==> config.mk <==
export PLATFORM = sky130hd
export DESIGN_NAME = cache_bus_arbiter
export DESIGN_NICKNAME = d
export VERILOG_FILES = /design/src/rtl/leg_bus_pkg.sv /design/src/rtl/bus_beat_counter.sv /design/src/rtl/cache_bus_arbiter.sv
export SDC_FILE = /design/constraint.sdc
export NUM_CORES = 1
export LEC_CHECK = 0
export ABC_AREA = 1
export CELL_PAD_IN_SITES_DETAIL_PLACEMENT = 0
export CELL_PAD_IN_SITES_GLOBAL_PLACEMENT = 1
export CORE_MARGIN = 5
export CORE_UTILIZATION = 10
export DETAILED_ROUTE_END_ITERATION = 10
export PLACE_DENSITY_LB_ADDON = 0.3
export SLEW_MARGIN = 20
export SYNTH_ARGS = -nofsm -noshare
export SYNTH_HDL_FRONTEND = slang
export SYNTH_SLANG_ARGS = --single-unit
==> constraint.sdc <==
create_clock -name clk -period 1.4 [get_ports clk]
set_input_delay 0.28 -clock clk [delete_from_list [all_inputs] [get_ports clk]]
set_output_delay 0.28 -clock clk [all_outputs]
set_load 0.005 [all_outputs]
==> src/rtl/leg_bus_pkg.sv <==
// Shared types for the LEG core memory-bus arbiter: FSM states and bus owner tags.
package leg_bus_pkg;

  typedef enum logic [1:0] {
    IDLE   = 2'd0,
    IGRANT = 2'd1,
    DGRANT = 2'd2
  } arb_state_t;

  typedef enum logic {
    OWNER_I = 1'b0,
    OWNER_D = 1'b1
  } bus_owner_t;

endpackage

==> src/rtl/bus_beat_counter.sv <==
// Beat counter for one bus burst; wraps at blocksize and flags the final beat.
module bus_beat_counter #(
  parameter int blocksize = 4
) (
  input  logic clk,
  input  logic reset,
  input  logic clr,
  input  logic en,
  output logic last
);
  localparam int CW = (blocksize > 1) ? $clog2(blocksize) : 1;

  logic [CW-1:0] cnt_q, cnt_d;

  // blocksize is a power of two, so the natural roll-over is the wrap
  always_comb begin
    cnt_d = cnt_q;
    if (clr)     cnt_d = '0;
    else if (en) cnt_d = cnt_q + CW'(1);
  end

  always_ff @(posedge clk or posedge reset) begin
    if (reset) cnt_q <= '0;
    else       cnt_q <= cnt_d;
  end

  assign last = (cnt_q == CW'(blocksize - 1));

endmodule

==> src/rtl/cache_bus_arbiter.sv <==
// I/D cache arbiter for the single external memory bus; holds a grant for one burst.
// Define CACHE_ARB_ROUND_ROBIN_EN for round-robin ties, otherwise D-cache wins ties.
import leg_bus_pkg::*;

module cache_bus_arbiter #(
  parameter int blocksize = 4
) (
  input  logic        clk,
  input  logic        reset,
  input  logic        IHRequest,
  input  logic [31:0] IHAddr,
  input  logic        DHRequest,
  input  logic        DHWrite,
  input  logic [31:0] DHAddr,
  input  logic [31:0] DHWData,
  input  logic        BusReady,
  output logic        HRequest,
  output logic        HWrite,
  output logic [31:0] HAddr,
  output logic [31:0] HWData,
  output logic        IBusReady,
  output logic        DBusReady,
  output logic        IGrant,
  output logic        DGrant
);

  arb_state_t state_q, state_d;
  bus_owner_t tie_winner;
  logic       owner_req;
  logic       beat_last;
  logic       cnt_clr, cnt_en;

`ifdef CACHE_ARB_ROUND_ROBIN_EN
  bus_owner_t last_q, last_d;

  always_comb begin
    tie_winner = (last_q == OWNER_I) ? OWNER_D : OWNER_I;
    last_d     = last_q;
    if (state_q == IDLE && state_d == IGRANT) last_d = OWNER_I;
    if (state_q == IDLE && state_d == DGRANT) last_d = OWNER_D;
  end

  always_ff @(posedge clk or posedge reset) begin
    if (reset) last_q <= OWNER_I;
    else       last_q <= last_d;
  end
`else
  assign tie_winner = OWNER_D;
`endif

  assign IGrant = (state_q == IGRANT);
  assign DGrant = (state_q == DGRANT);

  assign owner_req = (IGrant & IHRequest) | (DGrant & DHRequest);

  always_comb begin
    state_d = state_q;
    unique case (state_q)
      IDLE: begin
        if (IHRequest && DHRequest)
          state_d = (tie_winner == OWNER_D) ? DGRANT : IGRANT;
        else if (DHRequest)
          state_d = DGRANT;
        else if (IHRequest)
          state_d = IGRANT;
      end
      IGRANT, DGRANT: begin
        // abort takes precedence; both paths force a turnaround cycle in IDLE
        if (!owner_req)                 state_d = IDLE;
        else if (BusReady && beat_last) state_d = IDLE;
      end
      default: state_d = IDLE;
    endcase
  end

  always_ff @(posedge clk or posedge reset) begin
    if (reset) state_q <= IDLE;
    else       state_q <= state_d;
  end

  assign cnt_clr = (state_q == IDLE) || (state_d == IDLE);
  assign cnt_en  = owner_req && BusReady;

  bus_beat_counter #(.blocksize(blocksize)) u_beat_cnt (
    .clk   (clk),
    .reset (reset),
    .clr   (cnt_clr),
    .en    (cnt_en),
    .last  (beat_last)
  );

  always_comb begin
    HRequest = owner_req;
    HWrite   = 1'b0;
    HAddr    = 32'h0;
    HWData   = 32'h0;
    if (IGrant) begin
      HAddr = IHAddr;
    end else if (DGrant) begin
      HWrite = DHWrite;
      HAddr  = DHAddr;
      HWData = DHWData;
    end
  end

  // ready is forwarded even in an abort cycle so the owner sees the beat
  assign IBusReady = IGrant & BusReady;
  assign DBusReady = DGrant & BusReady;

endmodule
# --- Word level (Yosys, flattened, before mapping) ---
# Index checks and enable logic that the tools add are counted.
op_classes:
  n_addsub: 1
  eq_ne: 3
  n_mux: 14
  bitwise: 5
  reduce_logical: 8
ops:
  columns: ["operator", "n"]
  rows:
  - ["32-bit 2-to-1 mux", 4]
  - ["2-bit 2-to-1 mux", 7]
  - ["1-bit bitwise AND", 4]
  - ["2-bit equality test (second input constant)", 2]
  - ["2-bit logical NOT", 2]
  - ["2-bit one-hot mux with 2 select lines", 1]
  - ["1-bit logical AND", 3]
  - ["2-bit by 1-bit adder with 2-bit output (second input constant)", 1]
  - ["2-bit by 1-bit equality test with 1-bit output (second input constant)", 1]
  - ["1-bit 2-to-1 mux", 2]
  - ["2-bit nonzero test", 1]
  - ["2-bit OR reduction", 1]
  - ["1-bit logical OR", 1]
  - ["1-bit bitwise OR", 1]
totals:
  ff_bits: 4
  input_bits: 102
  output_inout_bits: 70
  elab_cells: 33

# --- Depth between registers and ports, before layout ---
# Gate-level depths: netlist (run 1).
depth:
  depth_word: 8
  mapped_depth: 10
  ltp_nobuf: 10

# --- Modules after synthesis ---
# Synthesis (run 1) repeated with hierarchy kept, for this count alone.
unflattened:
  hier_cells: 234
  hier_area_um2: 1088.5
by_module_without_submodules:
  columns: ["module", "instances", "cells_each", "area_each_um2", "seq_area_each_um2"]
  rows:
  - ["cache_bus_arbiter", 1, 221, 987.2, 50.0]
  - ["bus_beat_counter", 1, 13, 101.3, 50.0]

# --- Least setup slack after synthesis (run 1) ---
# Ideal clock, no wire load.
synth_timing:
  path_type: "register to output"
  start: "register state_q[0]"
  end: "output port HAddr[25]"
  arrival_time_ns: 1.248
  t_required_ns: 1.120
  path_slack_ns: -0.128
  stages_incl_launch_ff: 7
  path_buffers: 2
  cell_sequence: "dfrtp_1 > inv_1 > ha_1 > buf_2 > buf_2 > nand3_1 > nand2_1"
synth_via:
  elab_chain_len: 3
  elab_cells_between_ends: 4
  classes_between: "eq/ne (2); mux (2)"
synth_lines:
  columns: ["item", "line_no", "text"]
  rows:
  - ["start: declaration", "cache_bus_arbiter.sv:27", "arb_state_t state_q, state_d;"]
  - ["start signal: assignment", "cache_bus_arbiter.sv:78", "else state_q <= state_d;"]
  - ["2-bit equality test", "cache_bus_arbiter.sv:52", "assign DGrant = (state_q == DGRANT);"]
  - ["named net DGrant", "cache_bus_arbiter.sv:24", "output logic DGrant"]
  - ["32-bit 2-to-1 mux", "cache_bus_arbiter.sv:99", "end else if (DGrant) begin"]
  - ["32-bit 2-to-1 mux", "cache_bus_arbiter.sv:97", "if (IGrant) begin"]
  - ["end: declaration", "cache_bus_arbiter.sv:19", "output logic [31:0] HAddr,"]
# The timed path passes the listed nets, and every way through them passes these cells.

# --- Final worst setup path (run 1) ---
layout_timing:
  start: "register state_q[1]"
  end: "output port HAddr[5]"
layout_via:
  elab_chain_len: 3
  elab_cells_between_ends: 4
  classes_between: "eq/ne (2); mux (2)"
layout_lines:
  columns: ["item", "line_no"]
  rows:
  - ["2-bit equality test", "cache_bus_arbiter.sv:52"]
  - ["32-bit 2-to-1 mux", "cache_bus_arbiter.sv:99"]
  - ["32-bit 2-to-1 mux *", "cache_bus_arbiter.sv:97"]
# Mark *: on every way between the ends. The rest lies on a longest branch, timed or not.

==> results of run 1 <==
## cell families after synthesis
family,after synthesis,synth area share (%)
DFF,4,9.42
xor gates and xnor gates,1,0.825
buffers and inverters,32,12.6
adders and majority gates,5,5.89
and+or+nand+nor,189,71.3
## layout make-up
class	instances	area, um2	area share, %
sequential	4	100	2.77
tap	136	170	4.72
clock buffer	3	41.3	1.14
inverter	15	63.8	1.77
multi-input combinational	195	1140	31.7
timing repair buffer	217	2090	57.9
## synth_stat cells
cell | instances | area (um2)
buf_1 | 2 | 7.51
nand2_1 | 117 | 439
dfrtp_1 | 4 | 100
clkbuf_1 | 4 | 15.0
inv_1 | 15 | 56.3
ha_1 | 5 | 62.6
xor2_1 | 1 | 8.76
nand3_1 | 36 | 180
nand2_2 | 1 | 6.26
buf_2 | 11 | 55.1
nor2_1 | 35 | 131
## final timing paths
check                                          from             endpoint  slack, ps  cells after the start
worst min-delay path                          reset  u_beat_cnt.cnt_q[1]        250                      2
worst max-delay path                     state_q[1]             HAddr[5]       -420                      8
worst min register to register  u_beat_cnt.cnt_q[0]  u_beat_cnt.cnt_q[0]        570                      2
min in group clk                u_beat_cnt.cnt_q[0]  u_beat_cnt.cnt_q[0]        570                      2
worst max register to register           state_q[1]  u_beat_cnt.cnt_q[0]       -330                     14
max in group asynchronous                     reset           state_q[1]        990                      2
## through the flow
stage / power, mW / hold slack, ps / utilization [%] / instance area, um2
floorplan: 1.50 / 46.1 / - / 1090
global placement: 3.58 / 485 / 29.4 / 3030
detailed placement: 3.56 / 485 / 29.4 / 3030
CTS: 5.09 / 254 / 34.2 / 3530
global route: 5.55 / 260 / 34.9 / 3610
finish: 5.08 / 249 / 34.9 / 3610
## power groups by stage
stage	clock network [mW]	logic (mW)	registers, mW
after global routing	0.266	5.11	0.169
after detailed placement	0	3.39	0.165
after CTS	0.248	4.67	0.168
after floorplan	0	1.33	0.167
after global placement	0	3.42	0.163
final	0.241	4.67	0.168
## metal layers
layer	global-route usage (%)	wire length, um	vias up
li1	-	-	1119
met1	13.6	3040	1012
met2	24.1	4560	96
met3	1.87	606	5
met4	1.92	65	0
met5	0	0	-
## cell usage in the layout, fill, tap and decap left out
cell	netlist	layout
nand3_1	36	6
nor2_1	35	25
buf_16	0	7
clkbuf_16	0	1
ha_4	0	2
buf_8	0	6
buf_4	0	13
inv_2	0	3
buf_12	0	8
clkdlybuf4s50_1	0	101
nor2_4	0	1
nand2_4	0	6
nand2_1	117	88
nand3_2	0	29
nand2_2	1	24
buf_6	0	17
nor2_2	0	9
inv_8	0	1
buf_2	11	62
clkbuf_8	0	3
ha_1	5	3
dfrtp_1	4	4
clkbuf_2	0	2
nand3_4	0	1
inv_1	15	11
xor2_1	1	1
## critical path, cell delays in order (launching register included)
cell and delay (ps):
dfrtp_1 380, buf_6 130, ha_4 170, buf_12 130, buf_12 130, buf_8 140
nand3_2 60, nand2_1 50, buf_2 130
## sequential cells by signal, indices dropped and copies added, names as in the netlist
| signal | cells |
|---|---|
| state_q | 2 |
| u_beat_cnt.cnt_q | 2 |
## what timing repair did
action / in CTS / in global routing
pin swaps: 20 / 23
buffers inserted: 22 / 3
gates resized for setup: 356 / 53
setup endpoints to repair: 74 / 74
gates cloned: 10 / 1
==> flow_summary_export.csv, run 1 <==
group,metric,value,unit
clocking,cts.clk_slew.worst_paths,30,ps
logic_synthesis,yosys_register_bits,4,
floorplan,die_h,113,um
sta,setup_viol_count_final,74,
sta,finalCritPeriodShare,130,%
job,maxCapViolCount,0,
sta,hold_viol_final,0,
placement,dp_cells,536,
floorplan,start_util,10.3,%
floorplan,die_area,12800,um2
placement,hpwl,5170,um
worst_setup_path,crit_fanout,7,
outcome,failed_checks,"negative setup slack",
sta,tightest_slew,173,ps
worst_setup_path,crit_arrival,1540,ps
floorplan,ios,172,
power,ir_worst_vdd,0.000573,V
grt,grt_pass1_vias,2227,
drt,detail_route.wl_per_cell,14.5,um
placement,port_buffers,171,
clocking,insertion_delay,220,ps
placement,pre_cts_ws,-539,ps
logic_synthesis,synth_seq_area_share,9.42,%
grt,antenna_found_initial,0,
sta,layout_setup_ws,-417,ps
outcome,status,"finished, violations left",
drt,viasPerCell,3.92,
cells_and_area,layout-drive-gt1-share,44.9,%
cells_and_area,syn_to_final_growth,240,%
logic_synthesis,synth_area,1060,um2
floorplan,die_w,113,um
logic_synthesis,syn_nets,338,
worst_setup_path,crit_type,"reg -> out",
sta,relSlewSlack,88.4,%
floorplan,rows,37,
logic_synthesis,synth_area_per_cell,4.60,um2
power,cellLeakagePower,1.85,nW
logic_synthesis,synth.distinct_cells,11,
drt,ant_nets,0,
sta,slew_viol_final,0,
power,p_sw,2.19,mW
sta,fin_crit,1820,ps
logic_synthesis,ys_warn_count,0,
worst_hold_path,hold_class,"in -> async",
drt,drt_iter0_drc,115,
grt,grt-ovfl-total,0,
grt,grt_max_degree,17,
grt,grt_usage,12.1,%
clocking,htreeDepth,1,
clocking,ctsHoldBuffers,0,
sta,fin_skew,2.27,ps
worst_setup_path,crit_path_end_kind,"output port",
drt,via_count,2232,
power,p_int,2.89,mW
sta,max_freq,550,MHz
power,seqPwrFrac,3.3,%
clocking,numCtsBuffers,3,
drt,wl,8270,um
cells_and_area,final_cells,570,
floorplan,core,10300,um2
clocking,tritoncts,"yes",
cells_and_area,num-fill-cells,1106,
worst_setup_path,startpoint_type,"register",
sta,setup_tns,-27030,ps
drt,first_pass_iters,4,
drt,drc,0,
worst_setup_path,cp.required,1120,ps
cells_and_area,final_nets,543,
grt,grt_pass1_wl,12300,um
clocking,clock_path_buffers,2,
placement,gp_congestion,0.826,
clocking,clock-sinks,4,
power,power.density,1410,nW/um2
cells_and_area,antenna_cells,0,
power,swShare,43.1,%
logic_synthesis,synthCells,231,
power,p_clk_share,4.7,%
power,pwr-share-comb,92.0,%
clocking,cts_root_buf,"clkbuf_8",
sta,rsz0062_at_grt,"true",
No activity file was read; power rests on OpenSTA's default activity.
==> inputs of run 2 (changes only) <==
--- a/config.mk
+++ b/config.mk
@@ -10,6 +10,7 @@
 export CELL_PAD_IN_SITES_GLOBAL_PLACEMENT = 1
 export CORE_MARGIN = 5
 export CORE_UTILIZATION = 10
+export CTS_BUF_LIST = sky130_fd_sc_hd__clkbuf_16
 export DETAILED_ROUTE_END_ITERATION = 10
 export PLACE_DENSITY_LB_ADDON = 0.3
 export SLEW_MARGIN = 20
==> run 2 against run 1 <==
The run still ends with negative setup slack left. Combinational power increased by 3%. Routed wire length increased by 1.7%. Via count decreased by 0.40%. Non-clock buffer count increased by 6. Register-to-register slack got worse by 40 ps. Power increased by 6.5%. Final area increased by 3.1%. Largest cell class unchanged.
==> flow_summary_export.csv, run 2 (synthesized netlist as in run 1, its figures left out) <==
group,metric,value,unit
worst_setup_path,crit_type,"reg -> out",
worst_setup_path,r2r_slack,-370,ps
drt,ant_nets,0,
sta,hold_viol_final,0,
drt,drc,0,
sta,fin_crit,1890,ps
sta,fin_skew,0.329,ps
placement,hpwl,5170,um
worst_setup_path,crit_chain,"buf_6 -> inv_4 -> ha_4 -> buf_6 -> inv_8 -> buf_12 -> buf_4 -> nand3_2 -> nand2_1 -> buf_2",
drt,wl,8420,um
clocking,cts.clk_slew.worst_paths,30,ps
cells_and_area,layout-drive-gt1-share,45.9,%
floorplan,core,10300,um2
cells_and_area,layout_commonest_cell,"clkdlybuf4s50_1",
floorplan,ios,172,
clocking,clock_path_buffers,2,
clocking,htreeDepth,1,
sta,setup_viol_count_final,74,
drt,first_pass_iters,5,
cells_and_area,final_cell_mix,"clkdlybuf4s50_1, nand2_1, buf_2, nand2_2, nand3_1",
floorplan,die_h,113,um
worst_setup_path,cp_common_cell,"buf_6",
grt,grt_usage,12.0,%
cells_and_area,final_nets,549,
grt,grt-ovfl-total,0,
outcome,status,"finished, violations left",
drt,via_count,2223,
placement,dp_cells,536,
floorplan,start_util,10.3,%
cells_and_area,antenna_cells,0,
grt,grt_max_degree,17,
worst_setup_path,startpoint_type,"register",
power,cellLeakagePower,1.96,nW
grt,grt_pass1_vias,2247,
worst_setup_path,cp.required,1120,ps
sta,rsz0062_at_grt,"true",
drt,detail_route.wl_per_cell,14.6,um
cells_and_area,final_cells,576,
worst_hold_path,hold_class,"in -> async",
job,maxCapViolCount,0,
cells_and_area,syn_to_final_growth,250,%
drt,drt_iter0_drc,90,
clocking,insertion_delay,220,ps
sta,slew_viol_final,0,
power,ir_worst_vdd,0.000705,V
placement,port_buffers,171,
worst_setup_path,crit_family,"buffers and inverters",
clocking,ctsHoldBuffers,0,
floorplan,die_area,12800,um2
grt,antenna_found_initial,0,
cells_and_area,reg_top3,"state_q (2), u_beat_cnt.cnt_q (2)",
worst_setup_path,crit_slowest_cell,"dfrtp_1",
power,power.density,1450,nW/um2
sta,whs,249,ps
sta,layout_setup_ws,-489,ps
sta,tightest_slew,175,ps
clocking,numCtsBuffers,3,
placement,placed_area,3030,um2
placement,gp_congestion,0.826,
cells_and_area,fin_area,3720,um2
sta,max_freq,529,MHz
worst_setup_path,crit_path_end_kind,"output port",
outcome,failed_checks,"negative setup slack",
drt,viasPerCell,3.86,
worst_setup_path,crit_arrival,1610,ps
worst_setup_path,path_buf_inv,7,
clocking,cts_root_buf,"clkbuf_16",
floorplan,rows,37,
grt,grt_pass1_wl,12200,um
floorplan,die_w,113,um
worst_setup_path,crit_fanout,8,
sta,relSlewSlack,88.3,%
worst_setup_path,cpPeakStageDelay,390,ps
sta,finalCritPeriodShare,135,%
clocking,tritoncts,"yes",
clocking,clock-sinks,4,
[run 2: cell count changes in the layout (fill, tap and decap cells not counted), sizes merged]
| cell | delta |
|---|---|
| dlygate4sd2 | +1 |
| buf | -4 |
| clkbuf | +4 |
| clkdlybuf4s15 | +5 |
[run 2: what timing repair did]
| item | CTS | global route |
|---|---|---|
| endpoints found under the hold margin | 0 | 0 |
| setup buffers | 26 | 7 |
| gates cloned | 10 | 2 |
| pin swaps | 16 | 24 |
| setup endpoints to repair | 74 | 74 |
| resized for setup | 336 | 75 |
[run 2: cell type report]
class | count | area [um2]
fillers | 1078 | 6600
flip-flops and latches | 4 | 100
clock buffers | 3 | 75.1
inverters | 15 | 66.3
multi-input cells | 195 | 1170
repair buffers | 223 | 2140
well taps | 136 | 170
[run 2: worst register-to-register path: stages, from the launching register on]
cell     delay (ps)
dfrtp_1         380
buf_6           130
ha_4            170
buf_6           130
buf_4           130
buf_6           120
nand2_4          60
nand2_4          50
buf_6           120
nand3_1          60
nand2_1          70
nand2_2          70
nand2_1          50
nand2_1          70
nor2_1           50
[run 2: worst paths after layout]
kind / cells after the start / startpoint / endpoint
worst max-delay path: 10 / state_q[1] / HAddr[13]
worst min-delay path: 2 / reset / u_beat_cnt.cnt_q[1]
worst max register to register: 14 / state_q[0] / u_beat_cnt.cnt_q[1]
worst min register to register: 2 / u_beat_cnt.cnt_q[0] / u_beat_cnt.cnt_q[0]
max in group asynchronous: 2 / reset / state_q[1]
min in group clk: 2 / u_beat_cnt.cnt_q[0] / u_beat_cnt.cnt_q[0]
[run 2: power by group]
group | switching (mW) | total, mW | leakage [nW] | internal [mW]
combinational | 2.17 | 4.80 | 1.87 | 2.63
sequential | 0.0207 | 0.163 | 0.0537 | 0.142
clock | 0.0759 | 0.440 | 0.0370 | 0.364
[run 2: layer usage]
| metal | share of wire [%] | track usage, % |
|---|---|---|
| met1 | 36 | 12.9 |
| met2 | 56 | 24.0 |
| met3 | 6.9 | 2.19 |
| met4 | 1.2 | 2.56 |
| met5 | 0 | 0 |
[run 2: metrics by stage]
stage	worst slack (ps)	power, mW	util [%]	setup TNS, ps
final	-489	5.41	36.0	-28700
after global routing	-552	5.85	36.0	-32710
after CTS	-510	5.30	34.6	-30490
after detailed placement	-539	3.56	29.4	-34920
after global placement	-550	3.58	29.4	-33410
after floorplan	-30.2	1.50	-	-1080
==> inputs of run 3 (changes only) <==
--- a/config.mk
+++ b/config.mk
@@ -13,7 +13,7 @@
 export CTS_BUF_LIST = sky130_fd_sc_hd__clkbuf_16
 export DETAILED_ROUTE_END_ITERATION = 10
 export PLACE_DENSITY_LB_ADDON = 0.3
-export SLEW_MARGIN = 20
+export SLEW_MARGIN = 15
 export SYNTH_ARGS = -nofsm -noshare
 export SYNTH_HDL_FRONTEND = slang
 export SYNTH_SLANG_ARGS = --single-unit
==> results of run 3 <==
The final DEF is identical to that of run 2; final timing and power are the same.
